`src/rtl/traffic_pkg.sv`:
```
// Shared phase encodings and lamp codes for the junction controller.
// The WALK_CLR phase exists only when TRAFFIC_WALK_FLASH_EN is defined.
package traffic_pkg;

  localparam logic [2:0] MAIN_G = 3'd0;
  localparam logic [2:0] MAIN_Y = 3'd1;
  localparam logic [2:0] WALK   = 3'd2;
  localparam logic [2:0] SIDE_G = 3'd3;
  localparam logic [2:0] SIDE_Y = 3'd4;
`ifdef TRAFFIC_WALK_FLASH_EN
  localparam logic [2:0] WALK_CLR = 3'd5;
`endif

  // Lamp codes, {R,Y,G}
  localparam logic [2:0] RED = 3'b100;
  localparam logic [2:0] YEL = 3'b010;
  localparam logic [2:0] GRN = 3'b001;

  typedef enum logic [2:0] {
    StMainG   = MAIN_G,
    StMainY   = MAIN_Y,
    StWalk    = WALK,
    StSideG   = SIDE_G,
`ifdef TRAFFIC_WALK_FLASH_EN
    StWalkClr = WALK_CLR,
`endif
    StSideY   = SIDE_Y
  } phase_e;

endpackage

```
`src/rtl/phase_timer.sv`:
```
// Loadable down-counter advanced by a tick enable; done fires on the tick
// that finds the count at zero.
module phase_timer #(
  parameter int unsigned       CNT_W   = 4,
  parameter logic [CNT_W-1:0]  RST_VAL = '0
) (
  input  logic             clk_i,
  input  logic             rst_i,
  input  logic             tick_i,
  input  logic             load_i,
  input  logic [CNT_W-1:0] load_val_i,
  output logic             done_o
);

  logic [CNT_W-1:0] cnt_q, cnt_d;

  always_comb begin
    cnt_d = cnt_q;
    if (load_i) begin
      cnt_d = load_val_i;
    end else if (tick_i && (cnt_q != '0)) begin
      cnt_d = cnt_q - CNT_W'(1);
    end
  end

  always_ff @(posedge clk_i or posedge rst_i) begin
    if (rst_i) begin
      cnt_q <= RST_VAL;
    end else begin
      cnt_q <= cnt_d;
    end
  end

  assign done_o = tick_i && (cnt_q == '0);

endmodule

```
`src/rtl/traffic_phase_controller.sv`:
```
// Two-road junction phase sequencer with pedestrian WALK insertion.
// Define TRAFFIC_WALK_FLASH_EN to add a flashing WALK_CLR clearance phase.
module traffic_phase_controller
  import traffic_pkg::*;
#(
  parameter int unsigned T_BASE  = 6,
  parameter int unsigned T_EXT   = 12,
  parameter int unsigned T_YEL   = 2,
  parameter int unsigned T_WALK  = 3,
`ifdef TRAFFIC_WALK_FLASH_EN
  parameter int unsigned T_FLASH = 4,
`endif
  parameter int unsigned CNT_W   = 4
) (
  input  logic       clk,
  input  logic       sys_reset,
  input  logic       tick_1hz,
  input  logic       walk_status,
  input  logic       sensor_in,
  output logic       walk_reg_clear,
  output logic [2:0] main_light,
  output logic [2:0] side_light,
  output logic       walk_lamp,
  output logic [2:0] phase
);

  localparam logic [CNT_W-1:0] LdBase  = CNT_W'(T_BASE - 1);
  localparam logic [CNT_W-1:0] LdExt   = CNT_W'(T_EXT - 1);
  localparam logic [CNT_W-1:0] LdYel   = CNT_W'(T_YEL - 1);
  localparam logic [CNT_W-1:0] LdWalk  = CNT_W'(T_WALK - 1);
`ifdef TRAFFIC_WALK_FLASH_EN
  localparam logic [CNT_W-1:0] LdFlash = CNT_W'(T_FLASH - 1);
`endif

  phase_e           state_q, state_d;
  logic             clear_q, clear_d;
  logic             done;
  logic [CNT_W-1:0] load_val;

  phase_timer #(
    .CNT_W   (CNT_W),
    .RST_VAL (LdBase)
  ) u_timer (
    .clk_i      (clk),
    .rst_i      (sys_reset),
    .tick_i     (tick_1hz),
    .load_i     (done),
    .load_val_i (load_val),
    .done_o     (done)
  );

  always_comb begin
    state_d = state_q;
    if (done) begin
      unique case (state_q)
        StMainG:   state_d = StMainY;
        StMainY:   state_d = walk_status ? StWalk : StSideG;
`ifdef TRAFFIC_WALK_FLASH_EN
        StWalk:    state_d = StWalkClr;
        StWalkClr: state_d = StSideG;
`else
        StWalk:    state_d = StSideG;
`endif
        StSideG:   state_d = StSideY;
        StSideY:   state_d = StMainG;
        default:   state_d = StMainG;
      endcase
    end
  end

  // Entry duration; the side sensor only matters on the SIDE_G entry edge.
  always_comb begin
    load_val = LdBase;
    unique case (state_d)
      StMainG:   load_val = LdBase;
      StMainY:   load_val = LdYel;
      StWalk:    load_val = LdWalk;
      StSideG:   load_val = sensor_in ? LdExt : LdBase;
      StSideY:   load_val = LdYel;
`ifdef TRAFFIC_WALK_FLASH_EN
      StWalkClr: load_val = LdFlash;
`endif
      default:   load_val = LdBase;
    endcase
  end

  assign clear_d = (state_d == StWalk) && (state_q != StWalk);

  always_ff @(posedge clk or posedge sys_reset) begin
    if (sys_reset) begin
      state_q <= StMainG;
      clear_q <= 1'b0;
    end else begin
      state_q <= state_d;
      clear_q <= clear_d;
    end
  end

`ifdef TRAFFIC_WALK_FLASH_EN
  logic flash_q;

  always_ff @(posedge clk or posedge sys_reset) begin
    if (sys_reset) begin
      flash_q <= 1'b0;
    end else if ((state_d == StWalkClr) && (state_q != StWalkClr)) begin
      flash_q <= 1'b0;
    end else if ((state_q == StWalkClr) && tick_1hz) begin
      flash_q <= ~flash_q;
    end
  end
`endif

  always_comb begin
    main_light = RED;
    side_light = RED;
    walk_lamp  = 1'b0;
    unique case (state_q)
      StMainG:   main_light = GRN;
      StMainY:   main_light = YEL;
      StWalk:    walk_lamp  = 1'b1;
      StSideG:   side_light = GRN;
      StSideY:   side_light = YEL;
`ifdef TRAFFIC_WALK_FLASH_EN
      StWalkClr: walk_lamp  = flash_q;
`endif
      default:   ;
    endcase
  end

  assign walk_reg_clear = clear_q;
  assign phase          = state_q;

endmodule

```
`config.mk`:
```
export PLATFORM = sky130hd
export DESIGN_NAME = traffic_phase_controller
export DESIGN_NICKNAME = d
export VERILOG_FILES = /design/src/rtl/traffic_pkg.sv /design/src/rtl/phase_timer.sv /design/src/rtl/traffic_phase_controller.sv
export SDC_FILE = /design/constraint.sdc
export NUM_CORES = 1
export LEC_CHECK = 0
export CAP_MARGIN = 20
export CORE_AREA = 2 2 39 41
export CTS_CLUSTER_SIZE = 8
export DETAILED_ROUTE_END_ITERATION = 16
export DIE_AREA = 0 0 41 43
export GPL_TIMING_DRIVEN = 0
export PLACE_DENSITY = 0.79
export SLEW_MARGIN = 20
export SYNTH_ARGS = -nofsm -noshare
export SYNTH_HDL_FRONTEND = slang
export SYNTH_SLANG_ARGS = --single-unit
```
`constraint.sdc`:
```
create_clock -name clk -period 1.8 [get_ports clk]
set_input_delay 0.54 -clock clk [delete_from_list [all_inputs] [get_ports clk]]
set_output_delay 0.54 -clock clk [all_outputs]
set_load 0.01 [all_outputs]
```
==> summary.md <==
| Metric | Value |
|---|---|
| Iter 0 DRT Violations | `17` |
| Average wire per cell in the routed design | `roughly 14 microns` |
| GRT Resource Usage Total | `around 18%` |
| Die H | `43 microns` |
| Fin. Hold Viols | `0` |
| Nets | `slightly above 90` |
| Yosys top cell by area | `dfrtp_1` |
| Number of synthesized flops with an enable pin | `0` |
| CTS tree | `yes` |
| Core area | `~0.0014 sq mm` |
| Reg clk slew, reported paths | `approximately 0.060 ns` |
| Period minus WS final | `approximately 1.7 ns` |
| Max-cap viol count | `0` |
| Synth cell count leaders | `6 x dfrtp_1, 6 x inv_1, 6 x nor2_1, 4 x nand2_1, 4 x o21ai_0` |
| Max FO, Critical Path | `7` |
| IO Port Bufs | `15` |
| Largest net degree at the start of global routing | `11` |
| Net Count, Synth | `between 60 and 70` |
| CTS Buffer Depth | `2` |
| Area contributors post-synth | `dfrtp_1 27%, dfstp_2 9.5%, ha_1 4.5%, buf_6 4.1%, inv_1 4.1%` |
| Path category of the worst min-delay check | `primary input to asynchronous set/reset pin` |
| Outcome | `finished, final reports clean` |
| Max-slew headroom | `between 70% and 80%` |
| Total number of vias | `~540` |
| Syn_area_per_cell | `slightly above 9 sq um` |
| Largest vdd supply drop | `between 800 and 900 uV` |
| DR vias/cell | `5.43` |
| Synth warn | `0` |
| Post-synthesis cell type count | `31` |
| Top FF cell, synth | `dfrtp_1` |
| # IOs | `16` |
| Post-route ant nets | `0` |
| Ant diodes | `0` |
| Clock Sink Count | `8` |
| Placed wire-length estimate | `between 900 and 1000 microns` |
| Synthesized area | `~550 sq um` |
| Root Driver | `clkbuf_4` |
| PD cells | `1740 mW/mm^2` |
| Die area | `~0.0018 sq mm` |
| Top-area cell type share of the netlist area | `between 20% and 30%` |
| WP data required | `~1.3 ns` |
| Synth Instances | `just under 60` |
| Area Growth Syn to Fin | `42.5%` |
| DRC | `0` |
| Routed WL | `1370 microns` |
| CTS H-Tree Depth | `1` |
| Fraction of layout cells with a size suffix above 1 | `37.3%` |
| # rows | `14` |
| Share of the yosys chip area belonging to registers | `36.8%` |
| Setup TNS | `0 ns` |
| Number of synthesized register bits | `8` |
| Fin crit share | `95.6%` |
| Global route overflow | `0` |
| Vias in the first global route | `458` |
| RSZ-0062 raised after global routing | `no` |
| First-pass GRT wire length | `approximately 2000 microns` |
| CP endpoint kind | `primary output` |
| Clk_skew | `0.00792 ns` |
| Die W | `about 41 microns` |
| Slew @ Worst Pin | `approximately 0.37 ns` |
| TritonRoute pass-1 iters | `4` |
| GP Congestion | `approximately 0.75` |
| Fmax | `between 500 and 600 MHz` |
| Pleak | `approximately 0.38 nW` |
| Initial antenna violation count | `0` |
| Starting density of the core | `39.8%` |
| Fillers | `between 100 and 150` |
| Async SR Flop Fraction | `between 90% and 100%` |
| Final core utilization | `56.7%` |
| Total CTS buffers | `3` |
| Max Slew Vio Count | `0` |
| Worst Path Arrival | `around 1.2 ns` |
| Final instance area | `just under 800 sq um` |
| Critical path startpoint category | `register` |
| Critical path class | `register to primary output` |
| Post-DP Area | `between 700 and 800 sq um` |
| Setup violators final | `0` |
| Worst skew pair latency | `0.26 ns` |
-- state kept, by name, indices dropped and copies added (netlist names) --
register	flops
phase	3
u_timer.cnt_q	4
walk_reg_clear	1
-- power by group --
| group | internal (mW) | switching, mW | leakage (nW) |
|---|---|---|---|
| Combinational | 0.428 | 0.411 | 0.270 |
| Clock | 0.0851 | 0.0652 | 0.0150 |
| Sequential | 0.273 | 0.103 | 0.0945 |
| Total | 0.786 | 0.579 | 0.380 |
-- layout make-up --
class / count / area, sq um / area share (%)
repair buffers: 20 / 159 / 20.3
flip-flops and latches: 8 / 204 / 26.0
multi-input cells: 41 / 314 / 40.0
inverters: 7 / 27.5 / 3.51
plain buffers: 3 / 33.8 / 4.31
clock buffers: 4 / 26.3 / 3.35
well taps: 16 / 20.0 / 2.55
-- per-layer routing --
layer / GRT usage (%) / routed length [microns] / vias to the layer above
met2: 26.6 / 742 / 20
met1: 20.9 / 530 / 259
li1: - / - / 257
met5: 0 / 0 / -
met4: 10.0 / 19 / 0
met3: 6.28 / 73 / 2
-- path summary, 6_finish.rpt --
check | slack, ns | cells after the start | end | start
setup reg to reg | 0.27 | 5 | phase[2]$_DFF_PP0_ | u_timer.cnt_q[0]$_DFFE_PP1P_
hold reg to reg | 0.54 | 1 | u_timer.cnt_q[3]$_DFFE_PP0P_ | u_timer.cnt_q[3]$_DFFE_PP0P_
hold / removal | 0.53 | 2 | u_timer.cnt_q[3]$_DFFE_PP0P_ | sys_reset
max in group asynchronous | 0.98 | 2 | u_timer.cnt_q[2]$_DFFE_PP1P_ | sys_reset
setup / recovery | 0.08 | 4 | main_light[2] | phase[1]$_DFF_PP0_
min in group clk | 0.54 | 1 | u_timer.cnt_q[3]$_DFFE_PP0P_ | u_timer.cnt_q[3]$_DFFE_PP0P_
-- metrics by stage --
step | setup slack, ns | hold WS [ns] | std cells | total power, mW
after floorplan | 0.166 | 0.354 | 59 | 0.823
after global placement | -0.141 | 0.509 | 90 | 1.13
after detailed placement | -0.173 | 0.526 | 90 | 1.16
after CTS | 0.000970 | 0.535 | 96 | 1.31
after global routing | 0.00311 | 0.550 | 99 | 1.45
final | 0.0784 | 0.528 | 99 | 1.36
-- kinds of logic (layout without fill, tap and decap cells) --
family	count (synthesis)	count (layout)	share of synthesized area (%)
compound gates	15	15	19.8
fa+ha+maj	2	2	4.54
buf+inv	10	34	10.0
flops	8	8	36.8
mux	1	1	2.73
simple gates	23	23	26.1
-- placed cells by master, fill, tap and decap left out, drive strengths merged, types with 2 or more instances in the layout --
cell type / instances
inv: 6
nor4: 2
nor3b: 3
dfrtp: 6
clkdlybuf4s50: 6
a21oi: 2
nor2: 7
dfstp: 2
o21ai: 4
a31oi: 2
buf: 13
ha: 2
clkbuf: 5
nand2: 5
-- worst max-delay path, cell delays in order, from the launching register on --
cell and delay [ns]:
dfrtp_1 0.39, buf_6 0.15, nor2_4 0.11, inv_1 0.06, clkdlybuf4s15_1 0.22
-- timing repair --
item | CTS | global route
resized for setup | 29 | 6
hold buffers | 0 | 0
pin swaps | 1 | 0
endpoints found under the setup margin | 8 | 5
buffers inserted | 2 | 3
Power figures use the tool's default switching activity.
